$ cat src/rtl/cgra_rr_port_arbiter_if.sv
// Link bundle between the competing router inputs, the port arbiter and the downstream output.
// The slave modport is the arbiter view; the master modport is the environment view.
interface cgra_rr_port_arbiter_if #(
   parameter int unsigned NUM_REQ    = 5,
   parameter int unsigned DATA_WIDTH = 16,
   parameter int unsigned ADDR_WIDTH = 4,
   parameter int unsigned STALL_W    = 16
);
   localparam int unsigned SrcW = (NUM_REQ > 1) ? $clog2(NUM_REQ) : 1;

   logic [NUM_REQ-1:0]            req_valid;
   logic [NUM_REQ-1:0]            req_ready;
   logic [NUM_REQ*DATA_WIDTH-1:0] req_data;
   logic [NUM_REQ*ADDR_WIDTH-1:0] req_dest_x;
   logic [NUM_REQ*ADDR_WIDTH-1:0] req_dest_y;
   logic [NUM_REQ-1:0]            req_multicast;
   logic                          out_valid;
   logic                          out_ready;
   logic [DATA_WIDTH-1:0]         out_data;
   logic [ADDR_WIDTH-1:0]         out_dest_x;
   logic [ADDR_WIDTH-1:0]         out_dest_y;
   logic                          out_multicast;
   logic [SrcW-1:0]               out_src;
   logic [STALL_W-1:0]            stall_cnt;

   modport slave (
      input  req_valid, req_data, req_dest_x, req_dest_y, req_multicast, out_ready,
      output req_ready, out_valid, out_data, out_dest_x, out_dest_y, out_multicast, out_src,
             stall_cnt
   );

   modport master (
      output req_valid, req_data, req_dest_x, req_dest_y, req_multicast, out_ready,
      input  req_ready, out_valid, out_data, out_dest_x, out_dest_y, out_multicast, out_src,
             stall_cnt
   );
endinterface

$ cat src/rtl/cgra_rr_port_arbiter.sv
// Round-robin arbiter plus registered output stage for one mesh router output port.
// Losing requesters are simply not granted, so no flit is ever dropped.
module cgra_rr_port_arbiter #(
   parameter int unsigned NUM_REQ    = 5,
   parameter int unsigned DATA_WIDTH = 16,
   parameter int unsigned ADDR_WIDTH = 4,
   parameter int unsigned STALL_W    = 16
) (
   input  logic                  clk,
   input  logic                  rst,
   cgra_rr_port_arbiter_if.slave bus
);
   localparam int unsigned SrcW = (NUM_REQ > 1) ? $clog2(NUM_REQ) : 1;

   logic                  out_valid_q, out_valid_d;
   logic [DATA_WIDTH-1:0] out_data_q, out_data_d;
   logic [ADDR_WIDTH-1:0] out_dest_x_q, out_dest_x_d;
   logic [ADDR_WIDTH-1:0] out_dest_y_q, out_dest_y_d;
   logic                  out_multicast_q, out_multicast_d;
   logic [SrcW-1:0]       out_src_q, out_src_d;
   logic [SrcW-1:0]       rr_ptr_q, rr_ptr_d;
   logic [STALL_W-1:0]    stall_cnt_q, stall_cnt_d;

   logic                  can_load;
   logic                  grant_vld;
   logic [SrcW-1:0]       grant_idx;
   logic [NUM_REQ-1:0]    ready;

   assign can_load = !out_valid_q || bus.out_ready;

   // Scan the search order backwards so the requester closest to rr_ptr is assigned last and wins.
   always_comb begin
      int idx;
      idx       = 0;
      grant_vld = 1'b0;
      grant_idx = '0;
      for (int k = int'(NUM_REQ) - 1; k >= 0; k--) begin
         idx = int'(rr_ptr_q) + k;
         if (idx >= int'(NUM_REQ)) idx = idx - int'(NUM_REQ);
         if (bus.req_valid[idx]) begin
            grant_vld = 1'b1;
            grant_idx = SrcW'(idx);
         end
      end
      grant_vld = grant_vld && can_load && !rst;
   end

   always_comb begin
      ready = '0;
      if (grant_vld) ready[grant_idx] = 1'b1;
   end

   always_comb begin
      out_valid_d     = out_valid_q;
      out_data_d      = out_data_q;
      out_dest_x_d    = out_dest_x_q;
      out_dest_y_d    = out_dest_y_q;
      out_multicast_d = out_multicast_q;
      out_src_d       = out_src_q;
      rr_ptr_d        = rr_ptr_q;
      stall_cnt_d     = stall_cnt_q;
      if (grant_vld) begin
         out_valid_d     = 1'b1;
         out_data_d      = bus.req_data[grant_idx*DATA_WIDTH +: DATA_WIDTH];
         out_dest_x_d    = bus.req_dest_x[grant_idx*ADDR_WIDTH +: ADDR_WIDTH];
         out_dest_y_d    = bus.req_dest_y[grant_idx*ADDR_WIDTH +: ADDR_WIDTH];
         out_multicast_d = bus.req_multicast[grant_idx];
         out_src_d       = grant_idx;
         rr_ptr_d        = (grant_idx == SrcW'(NUM_REQ - 1)) ? '0 : grant_idx + 1'b1;
      end else if (out_valid_q && bus.out_ready) begin
         out_valid_d = 1'b0;
      end
      if (out_valid_q && !bus.out_ready && (stall_cnt_q != '1)) begin
         stall_cnt_d = stall_cnt_q + 1'b1;
      end
   end

   always_ff @(posedge clk) begin
      if (rst) begin
         out_valid_q     <= 1'b0;
         out_data_q      <= '0;
         out_dest_x_q    <= '0;
         out_dest_y_q    <= '0;
         out_multicast_q <= 1'b0;
         out_src_q       <= '0;
         rr_ptr_q        <= '0;
         stall_cnt_q     <= '0;
      end else begin
         out_valid_q     <= out_valid_d;
         out_data_q      <= out_data_d;
         out_dest_x_q    <= out_dest_x_d;
         out_dest_y_q    <= out_dest_y_d;
         out_multicast_q <= out_multicast_d;
         out_src_q       <= out_src_d;
         rr_ptr_q        <= rr_ptr_d;
         stall_cnt_q     <= stall_cnt_d;
      end
   end

   assign bus.req_ready     = ready;
   assign bus.out_valid     = out_valid_q;
   assign bus.out_data      = out_data_q;
   assign bus.out_dest_x    = out_dest_x_q;
   assign bus.out_dest_y    = out_dest_y_q;
   assign bus.out_multicast = out_multicast_q;
   assign bus.out_src       = out_src_q;
   assign bus.stall_cnt     = stall_cnt_q;
endmodule

$ cat src/flat_wrapper.sv
// flat-port wrapper written by rule: the top's interface ports become plain ports
module cgra_rr_port_arbiter_flat 
#(
   parameter int unsigned NUM_REQ    = 5,
   parameter int unsigned DATA_WIDTH = 16,
   parameter int unsigned ADDR_WIDTH = 4,
   parameter int unsigned STALL_W    = 16
)
  (clk, rst, bus_req_valid, bus_req_data, bus_req_dest_x, bus_req_dest_y, bus_req_multicast, bus_out_ready, bus_req_ready, bus_out_valid, bus_out_data, bus_out_dest_x, bus_out_dest_y, bus_out_multicast, bus_out_src, bus_stall_cnt);
  cgra_rr_port_arbiter_if #(.NUM_REQ(NUM_REQ), .DATA_WIDTH(DATA_WIDTH), .ADDR_WIDTH(ADDR_WIDTH), .STALL_W(STALL_W)) bus_i ();
  input  logic clk;
  input  logic rst;
  input wire logic [$bits(bus_i.req_valid)-1:0] bus_req_valid;
  input wire logic [$bits(bus_i.req_data)-1:0] bus_req_data;
  input wire logic [$bits(bus_i.req_dest_x)-1:0] bus_req_dest_x;
  input wire logic [$bits(bus_i.req_dest_y)-1:0] bus_req_dest_y;
  input wire logic [$bits(bus_i.req_multicast)-1:0] bus_req_multicast;
  input wire logic [$bits(bus_i.out_ready)-1:0] bus_out_ready;
  output wire logic [$bits(bus_i.req_ready)-1:0] bus_req_ready;
  output wire logic [$bits(bus_i.out_valid)-1:0] bus_out_valid;
  output wire logic [$bits(bus_i.out_data)-1:0] bus_out_data;
  output wire logic [$bits(bus_i.out_dest_x)-1:0] bus_out_dest_x;
  output wire logic [$bits(bus_i.out_dest_y)-1:0] bus_out_dest_y;
  output wire logic [$bits(bus_i.out_multicast)-1:0] bus_out_multicast;
  output wire logic [$bits(bus_i.out_src)-1:0] bus_out_src;
  output wire logic [$bits(bus_i.stall_cnt)-1:0] bus_stall_cnt;
  assign bus_i.req_valid = bus_req_valid;
  assign bus_i.req_data = bus_req_data;
  assign bus_i.req_dest_x = bus_req_dest_x;
  assign bus_i.req_dest_y = bus_req_dest_y;
  assign bus_i.req_multicast = bus_req_multicast;
  assign bus_i.out_ready = bus_out_ready;
  assign bus_req_ready = bus_i.req_ready;
  assign bus_out_valid = bus_i.out_valid;
  assign bus_out_data = bus_i.out_data;
  assign bus_out_dest_x = bus_i.out_dest_x;
  assign bus_out_dest_y = bus_i.out_dest_y;
  assign bus_out_multicast = bus_i.out_multicast;
  assign bus_out_src = bus_i.out_src;
  assign bus_stall_cnt = bus_i.stall_cnt;
  cgra_rr_port_arbiter #(.NUM_REQ(NUM_REQ), .DATA_WIDTH(DATA_WIDTH), .ADDR_WIDTH(ADDR_WIDTH), .STALL_W(STALL_W)) u_core (.clk(clk), .rst(rst), .bus(bus_i));
endmodule
$ cat config.mk
export PLATFORM = sky130hd
export DESIGN_NAME = cgra_rr_port_arbiter_flat
export DESIGN_NICKNAME = d
export VERILOG_FILES = /design/src/rtl/cgra_rr_port_arbiter_if.sv /design/src/rtl/cgra_rr_port_arbiter.sv /design/src/flat_wrapper.sv
export SDC_FILE = /design/constraint.sdc
export NUM_CORES = 1
export LEC_CHECK = 0
export CORE_UTILIZATION = 38
export CTS_BUF_LIST = sky130_fd_sc_hd__clkbuf_8
export DETAILED_ROUTE_END_ITERATION = 10
export HOLD_SLACK_MARGIN = 0.05
export MAX_ROUTING_LAYER = met4
export PLACE_DENSITY = 0.88
export SYNTH_ARGS = -nofsm -noshare
export SYNTH_HDL_FRONTEND = slang
export SYNTH_SLANG_ARGS = --single-unit
$ cat constraint.sdc
create_clock -name clk -period 5.73 [get_ports clk]
set_input_delay 1.719 -clock clk [delete_from_list [all_inputs] [get_ports clk]]
set_output_delay 1.719 -clock clk [all_outputs]
set_load 0.005 [all_outputs]
# After elaboration in Yosys (flattened, before gate mapping)
# Cells that the tools add are included.
# classes
n_addsub,11
mul,0
div,0
order_cmp,12
n_eq_ne,2
shifts,3
n_mux,38
n_bitwise,0
reduce_logical,11
# ops
operator,count
$lt 32x5->1 const B,5
$mux 32,5
$ge 32x4->1 const B,4
$sub 32x4->32 const B,4
$shiftx 80x8->16,1
$shiftx 20x6->4,2
$mux 1,19
$bmux 1 s3,6
$mux 3,6
$add 16x1->16 const B,1
$ne 16x16->1 const B,1
$add 3x2->4 const B,2
$logic_and 1x1->1,6
$mux 5,1
$add 3x1->4 const B,1
$add 3x3->4 const B,1
$lt 3x4->1 const B,1
$sub 3x3->4 const B,1
$add 3x1->3 const B,1
$demux 1 s3,1
$eq 3x3->1 const B,1
$ge 3x1->1 const B,1
$ge 3x3->1 const B,1
$logic_not 1->1,3
2 further kinds,2
# totals
regBits,48
latchBits,0
mem_bits_rw,0
romBits,0
inputBits,133
output_inout_bits,50
memories,0

# Logic depth before layout (Yosys ltp)
# Gate-level depths: netlist (run 1).
# logic_depth
word_depth,16
ltp_mapped,18

# Worst setup path before layout (run 1)
# OpenSTA, ideal clock, no wires.
# synth_path
path_type,in2out
from,input bus_req_valid[2]
to,output bus_req_ready[2]
arrival_ns,4.035
t_required_ns,4.011
path_slack_ns,-0.024
path_stages,12
path_buffers,3
path_cell_list,buf_2 > nor3_1 > o21ai_1 > nand3_1 > a2111oi_2 > nor4_1 > and4_1 > or3_1 > buf_6 > or3_4 > buf_2 > nor2_1
# synth_between
elab_chain_cells,13
# synth_rtl
element,line,rtl
start: declaration,flat_wrapper.sv:13,input wire logic [$bits(bus_i.req_valid)-1:0] bus_req_valid;
$bmux 1 s3,cgra_rr_port_arbiter.sv:40,if (bus.req_valid[idx]) begin
$mux 1 (implied by the code) (2 in series),cgra_rr_port_arbiter.sv:40,
$mux 3 (5 in series),cgra_rr_port_arbiter.sv:40,
$lt 3x4->1 (implied by the code) / $ge 3x1->1 (equally long branches),cgra_rr_port_arbiter.sv:50,if (grant_vld) ready[grant_idx] = 1'b1;
$logic_and 1x1->1 (implied by the code),cgra_rr_port_arbiter.sv:50,
$mux 1 (implied by the code),cgra_rr_port_arbiter.sv:50,
$demux 1 s3,-,
$mux 5 *,cgra_rr_port_arbiter.sv:50,
end: declaration,flat_wrapper.sv:19,output wire logic [$bits(bus_i.req_ready)-1:0] bus_req_ready;
# Mark *: on every way between the ends. The rest lies on a longest branch, timed or not. The select of a mux whose other input is x is not followed.

# Worst setup path after layout (run 1)
# layout_path
from,input bus_req_valid[1]
to,output bus_req_ready[0]
# Same word-level chain as after synthesis.

==> flow_summary.json, run 1 <==
{
  "status": "completed",
  "fp.dieArea_um2": 10200,
  "die_h_um": 101,
  "synth_top_flop_cell": "dfxtp_1",
  "clock_latency_ps": 300,
  "n_fill_cell": 783,
  "gp_congestion": 0.944,
  "critPathMaxStageDelay_ps": 360,
  "cellPowerDensity_nw_per_um2": 580,
  "hp-class": "reg -> reg",
  "hold_violations": 0,
  "placedCellCount": 735,
  "detail_route.first_pass.iterations": 6,
  "fin_ws_ps": 60.6,
  "h-tree-depth": 2,
  "mappedNetlistArea_um2": 3710,
  "regArea_um2": 961,
  "multi_input_area_um2": 2690,
  "areaGrowthSynthToFinish_pct": 66.5,
  "fmax_mhz": 176,
  "nets": 770,
  "cp_num_buf_inv": 6,
  "endpoint_kind": "output pin",
  "drv_cap": 0,
  "num_vias": 4127,
  "rsz0062_at_grt": "true",
  "postCtsHoldBufs": 0,
  "grt_pass1_vias": 4112,
  "worst_pin_slew_ps": 888,
  "syn-num-nets": 560,
  "core.rowCount": 35,
  "grt_max_degree": 55,
  "worst_ir_drop_vdd_v": 0.000680,
  "fin_cells": 754,
  "async_flop_share_pct": 0,
  "finalSetupViolCount": 0,
  "first_iter_violations": 222,
  "leakagePower_nw": 2.61,
  "cts_buffers": 5,
  "die_x_um": 101,
  "netlist_instances": 414,
  "yosys-top-cells-area": "dfxtp_1 26%, mux2i_1 16%, a22oi_1 5.5%",
  "cts_tree": "built",
  "cp_slowest_cell": "a311oi_2",
  "critPathKind": "in -> out",
  "initial_core_util_pct": 39.6,
  "num_io_pins": 183,
  "skew_ps": 6.19,
  "r2r_slack_ps": 1190,
  "path_delay_family": "compound AO/OA/AOI/OAI gates",
  "grt_pass1_wl_mm": 20.4,
  "cts_buffer_depth": 2,
  "drc": 0,
  "fp.coreArea_um2": 9370,
  "hpwl_mm": 10.5,
  "grt-ovfl-total": 0,
  "synth-edff-count": 0,
  "layout-drive-gt1-share_pct": 18.1,
  "cp-start-kind": "input pin",
  "synth_seq_cells": 48,
  "crit_chain": "buf_8 -> nand2_2 -> a211oi_2 -> a211oi_2 -> a311oi_2 -> buf_4 -> buf_4 -> buf_4 -> nand4_1 -> a311oi_2 -> buf_4 -> nor2_1 -> a21oi_2 -> nor2_1 -> dlygate4sd2_1",
  "place_ws_ps": -900,
  "n_antenna_cell": 0,
  "avgSynthCellArea_um2": 8.97,
  "finalCritPeriodShare_pct": 98.9,
  "routed_wl_mm": 13.6,
  "synth_top_area_cell": "dfxtp_1",
  "cts_root_buf": "clkbuf_8",
  "gr-usage-all-layers_pct": 26.4,
  "avgViaCountPerCell": 5.47,
  "drv_slew": 0,
  "antenna_found_initial": 0,
  "wl_per_cell_um": 18.0,
  "period_needed_ps": 5670,
  "cp.arrival_ps": 3950,
  "crit_required_ps": 4010,
  "slew-limit-headroom_pct": 40.8,
  "ys_types": 64,
  "yosys.area.top_type_share_pct": 25.9,
  "cts.sinks": 48,
  "path_max_fanout": 6,
  "numPortBuffers": 182,
  "synth-seq-area-share_pct": 25.9,
  "path_clk_slew_ps": 90,
  "cp_common_cell": "buf_4",
  "postRouteAntennaNets": 0,
  "yosys_warnings": 0
}
[tightest hold or removal path, stage by stage, from the launching register on]
cell and delay [ps]:
dfxtp_1 320, nand2_1 50, nand2_1 40
[routing by layer]
layer,vias to the layer above,global-route usage (%),share of wire [%]
met5,-,-,0
met1,1973,32.0,41
li1,1985,-,-
met4,0,7.25,1.9
met3,22,4.37,5.2
met2,147,45.1,52
[cells by family (layout without fill, tap and decap cells)]
family | after synthesis | after routing | synth area share [%]
muxes | 62 | 62 | 17.1
buffers and inverters | 38 | 249 | 5.76
AOI/OAI and AO/OA | 112 | 112 | 25.3
xor gates and xnor gates | 18 | 18 | 4.25
and+or+nand+nor | 123 | 123 | 17.1
adders and majority gates | 13 | 13 | 4.58
DFF | 48 | 48 | 25.9
[flip-flops by register name, indices dropped and copies added (netlist names)]
register,flops
u_core.bus.out_dest_y,4
u_core.bus.out_multicast,1
u_core.bus.out_data,16
u_core.bus.out_dest_x,4
u_core.bus.out_valid,1
u_core.rr_ptr_q,3
u_core.bus.out_src,3
u_core.bus.stall_cnt,16
[synthesized netlist by cell type, drive strengths merged, types with 2 or more instances]
master,count
mux2i,60
dfxtp,48
nor2,37
a22oi,29
o221ai,27
nand2,25
buf,21
o21ai,14
a21oi,13
ha,12
xor2,11
inv,10
nand2b,10
nand3,9
nor2b,8
clkbuf,7
xnor2,7
nand4,6
nor3,6
a21o,5
and3,5
nand3b,5
a211oi,4
a21boi,3
a311oi,3
or3,3
nor3b,2
o211ai,2
o22a,2
[placed cells by master, fill, tap and decap left out, types with 9 or more instances in the layout]
| cell | netlist | routed |
|---|---|---|
| nor2_1 | 37 | 34 |
| nand2b_1 | 10 | 9 |
| a21oi_1 | 11 | 9 |
| clkdlybuf4s50_1 | 0 | 172 |
| buf_4 | 2 | 50 |
| o221ai_1 | 17 | 17 |
| mux2i_1 | 60 | 60 |
| inv_1 | 9 | 9 |
| a22oi_1 | 27 | 26 |
| dfxtp_1 | 48 | 48 |
| xor2_1 | 11 | 11 |
| ha_1 | 12 | 12 |
| o221ai_2 | 10 | 10 |
| o21ai_0 | 12 | 10 |
| nand2_1 | 25 | 22 |
[through the flow]
step	hold WS (ps)	utilization [%]	area [µm²]	power, mW	setup TNS, ps
finish	450	65.9	6180	3.59	0
global route	471	65.9	6180	3.80	-86.0
CTS	451	65.0	6100	3.50	0
detailed placement	436	62.3	5840	3.03	-4070
global placement	432	62.3	5840	2.98	-3870
floorplan	439	-	3720	2.23	0
[layout make-up]
type	instances	area share, %
Inverter	10	0.607
Multi-Input combinational cell	328	43.6
Clock inverter	3	1.46
Sequential cell	48	15.5
Clock buffer	5	1.11
Tap cell	129	2.61
Timing Repair Buffer	231	35.1
[report_power, final]
part / switching [mW] / internal (mW) / total (mW) / leakage (nW)
logic: 1.40 / 1.35 / 2.75 / 2.13
registers: 0.0593 / 0.434 / 0.493 / 0.395
clock network: 0.125 / 0.218 / 0.344 / 0.0784
total: 1.58 / 2.00 / 3.59 / 2.61
[final timing paths]
| path | startpoint | end | cells past startpoint |
|---|---|---|---|
| setup / recovery | bus_req_valid[1] | bus_req_ready[0] | 15 |
| hold / removal | u_core.bus.out_src[1] | u_core.bus.out_src[1] | 2 |
| setup reg to reg | u_core.rr_ptr_q[0] | u_core.bus.out_data[0] | 17 |
| hold reg to reg | u_core.bus.out_src[1] | u_core.bus.out_src[1] | 2 |
[repair_timing]
item | CTS | global route
setup endpoints to repair | 5 | 5
resized for setup | 41 | 28
hold endpoints to repair | 0 | 0
buffers inserted | 8 | 3
pin swaps | 14 | 16
Note: power is estimated with default switching activity, not from simulation.
==> inputs of run 2 (changes only) <==
--- a/config.mk
+++ b/config.mk
@@ -7,10 +7,12 @@
 export LEC_CHECK = 0
 export CORE_UTILIZATION = 38
 export CTS_BUF_LIST = sky130_fd_sc_hd__clkbuf_8
+export CTS_CLUSTER_SIZE = 10
 export DETAILED_ROUTE_END_ITERATION = 10
 export HOLD_SLACK_MARGIN = 0.05
 export MAX_ROUTING_LAYER = met4
 export PLACE_DENSITY = 0.88
+export REMOVE_ABC_BUFFERS = 1
 export SYNTH_ARGS = -nofsm -noshare
 export SYNTH_HDL_FRONTEND = slang
 export SYNTH_SLANG_ARGS = --single-unit
==> run 2 against run 1 <==
  * Largest cell class unchanged
  * Utilization decreased by 2.0 points
  * Cell count shrank 0.93%
  * Die area stayed put
==> flow_summary.json, run 2 (synthesized netlist as in run 1, its figures left out) <==
{
  "status": "completed",
  "nets": 762,
  "skew_ps": 9.61,
  "cp.arrival_ps": 4010,
  "initial_core_util_pct": 39.6,
  "cellPowerDensity_nw_per_um2": 557,
  "period_needed_ps": 5730,
  "placed_cell_area_um2": 5840,
  "hpwl_mm": 10.1,
  "cts_tree": "built",
  "top_layer_used": "met4",
  "leakagePower_nw": 2.52,
  "layout-drive-gt1-share_pct": 14.6,
  "grt_pass1_vias": 4113,
  "finalSetupViolCount": 0,
  "crit_required_ps": 4010,
  "first_iter_violations": 206,
  "clkPwrFrac_pct": 7.7,
  "rsz0062_at_grt": "true",
  "wl_met3_um": 714,
  "path_clk_slew_ps": 90,
  "grt_max_degree": 55,
  "postRouteAntennaNets": 0,
  "grt_pass1_wl_mm": 19.8,
  "postCtsHoldBufs": 0,
  "drv_slew": 0,
  "crit_chain": "clkdlybuf4s50_1 -> o2111ai_1 -> nor4b_1 -> buf_4 -> mux2_2 -> a31oi_1 -> buf_4 -> nand2_2 -> nor2_1 -> buf_2",
  "numPortBuffers": 182,
  "critPathKind": "in -> out",
  "combPwrFrac_pct": 77.6,
  "p_seq_share_pct": 14.7,
  "cts_buffers": 5,
  "layout_common_cells": "173 x clkdlybuf4s50_1, 60 x mux2i_1, 48 x dfxtp_1",
  "gr-usage-all-layers_pct": 25.3,
  "wl_met1_mm": 5.07,
  "cp_num_buf_inv": 4,
  "drc": 0,
  "antenna_found_initial": 1,
  "cts_root_buf": "clkbuf_8",
  "die_x_um": 101,
  "place_ws_ps": -836,
  "fin_ws_ps": 4.20,
  "fp.coreArea_um2": 9370,
  "r2r_slack_ps": 1290,
  "final_common_cell": "clkdlybuf4s50_1",
  "switchingPower_mw": 1.52,
  "die_h_um": 101,
  "reg2reg_to": "u_core.bus.out_data[15]",
  "timing.hold.ws_ps": 454,
  "num_vias": 4115,
  "hold_violations": 0,
  "cp_common_cell": "buf_4",
  "routed_wl_mm": 12.8,
  "cp-start-kind": "input pin",
  "avgViaCountPerCell": 5.51,
  "fin_area_um2": 5990,
  "wl_per_cell_um": 17.1,
  "path_max_fanout": 5,
  "worst_pin_slew_ps": 883,
  "clock_latency_ps": 310,
  "holdPathStages": 2,
  "grt-ovfl-total": 0,
  "core.rowCount": 35,
  "detail_route.first_pass.iterations": 4,
  "total_power_mw": 3.33,
  "cts_buffer_depth": 2,
  "num_io_pins": 183,
  "gp_congestion": 0.920,
  "fin_cells": 747,
  "critPathMaxStageDelay_ps": 610,
  "hold_start": "u_core.bus.out_src[1]",
  "r2r_cells": 16,
  "power.share.switching_pct": 45.5,
  "endpoint_kind": "output pin",
  "hold_path_end": "u_core.bus.out_src[1]",
  "fp.dieArea_um2": 10200,
  "path_delay_family": "buffers and inverters",
  "hp-class": "reg -> reg",
  "placedCellCount": 736,
  "slew-limit-headroom_pct": 41.1,
  "worst_ir_drop_vdd_v": 0.000611,
  "p_int_mw": 1.82,
  "fmax_mhz": 175,
  "cts.sinks": 48,
  "met2_length_mm": 6.61,
  "cp_slowest_cell": "clkdlybuf4s50_1",
  "drv_cap": 0,
  "finalCritPeriodShare_pct": 99.9,
  "h-tree-depth": 2,
  "reg2reg_from": "u_core.rr_ptr_q[0]",
  "areaGrowthSynthToFinish_pct": 61.3
}
[run 2: cell types whose count changed in the layout (fill, tap and decap cells not counted), sizes merged]
cell / before / now
buf: 55 / 46
bufinv: 3 / 1
clkdlybuf4s50: 172 / 173
clkinvlp: 0 / 1
diode: 0 / 1
dlygate4sd2: 1 / 2
dlymetal6s2s: 1 / 0
inv: 10 / 11
[run 2: timing repair]
item	4_1_cts	5_1_grt
endpoints found under the setup margin	5	5
endpoints found under the hold margin	0	0
pin swaps	10	5
setup buffers	2	0
gates resized for setup	35	5
[run 2: how the worst max path moves through the flow]
stage | startpoint | to | slack [ps] | cells after the start
final | bus_req_valid[4] | bus_req_ready[0] | 4 | 10
after floorplan | bus_req_valid[1] | bus_req_ready[1] | -2560 | 9
after global placement | bus_req_valid[1] | bus_req_ready[1] | -840 | 13
after CTS | bus_req_valid[1] | bus_req_ready[3] | 20 | 11
after detailed placement | bus_req_valid[1] | bus_req_ready[1] | -840 | 13
after global routing | bus_req_valid[4] | bus_req_ready[0] | -20 | 10
[run 2: cell type report]
type	instances	area, µm²
Sequential cell	48	961
Multi-Input combinational cell	328	2620
Tap cell	129	161
Clock buffer	5	68.8
Clock inverter	3	46.3
Inverter	10	37.5
Timing Repair Buffer	223	2090
Antenna cell	1	2.50
Fill cell	792	3380
[run 2: metrics by stage]
stage | TNS, ps | utilization [%]
6_report | 0 | 63.9
3_5_place_dp | -3980 | 62.3
2_1_floorplan | -43800 | -
5_1_grt | -40.0 | 63.9
4_1_cts | 0 | 64.0
3_3_place_gp | -4030 | 62.3
[run 2: power groups by stage]
| stage | combinational, mW | sequential [mW] | clock [mW] |
|---|---|---|---|
| after floorplan | 1.55 | 0.508 | 0 |
| after global placement | 2.47 | 0.491 | 0 |
| after detailed placement | 2.53 | 0.494 | 0 |
| after CTS | 2.58 | 0.489 | 0.261 |
| after global routing | 2.77 | 0.499 | 0.272 |
| final | 2.59 | 0.490 | 0.256 |
[run 2: metal layers]
metal | vias up | track usage, %
li1 | 1963 | -
met1 | 1948 | 29.2
met2 | 176 | 44.3
met3 | 28 | 3.47
met4 | 0 | 9.59
met5 | - | -
[run 2: worst register-to-register path, delay by kind of cell, from the launching register on]
| kind | cells | cell delay (ps) |
|---|---|---|
| flip-flops | 1 | 340 |
| multiplexers | 1 | 410 |
| buffers and inverters | 4 | 1030 |
| AND/OR/NAND/NOR | 2 | 260 |
| adder cells (fa/ha/maj) | 2 | 620 |
| AO/OA/AOI/OAI | 7 | 1640 |
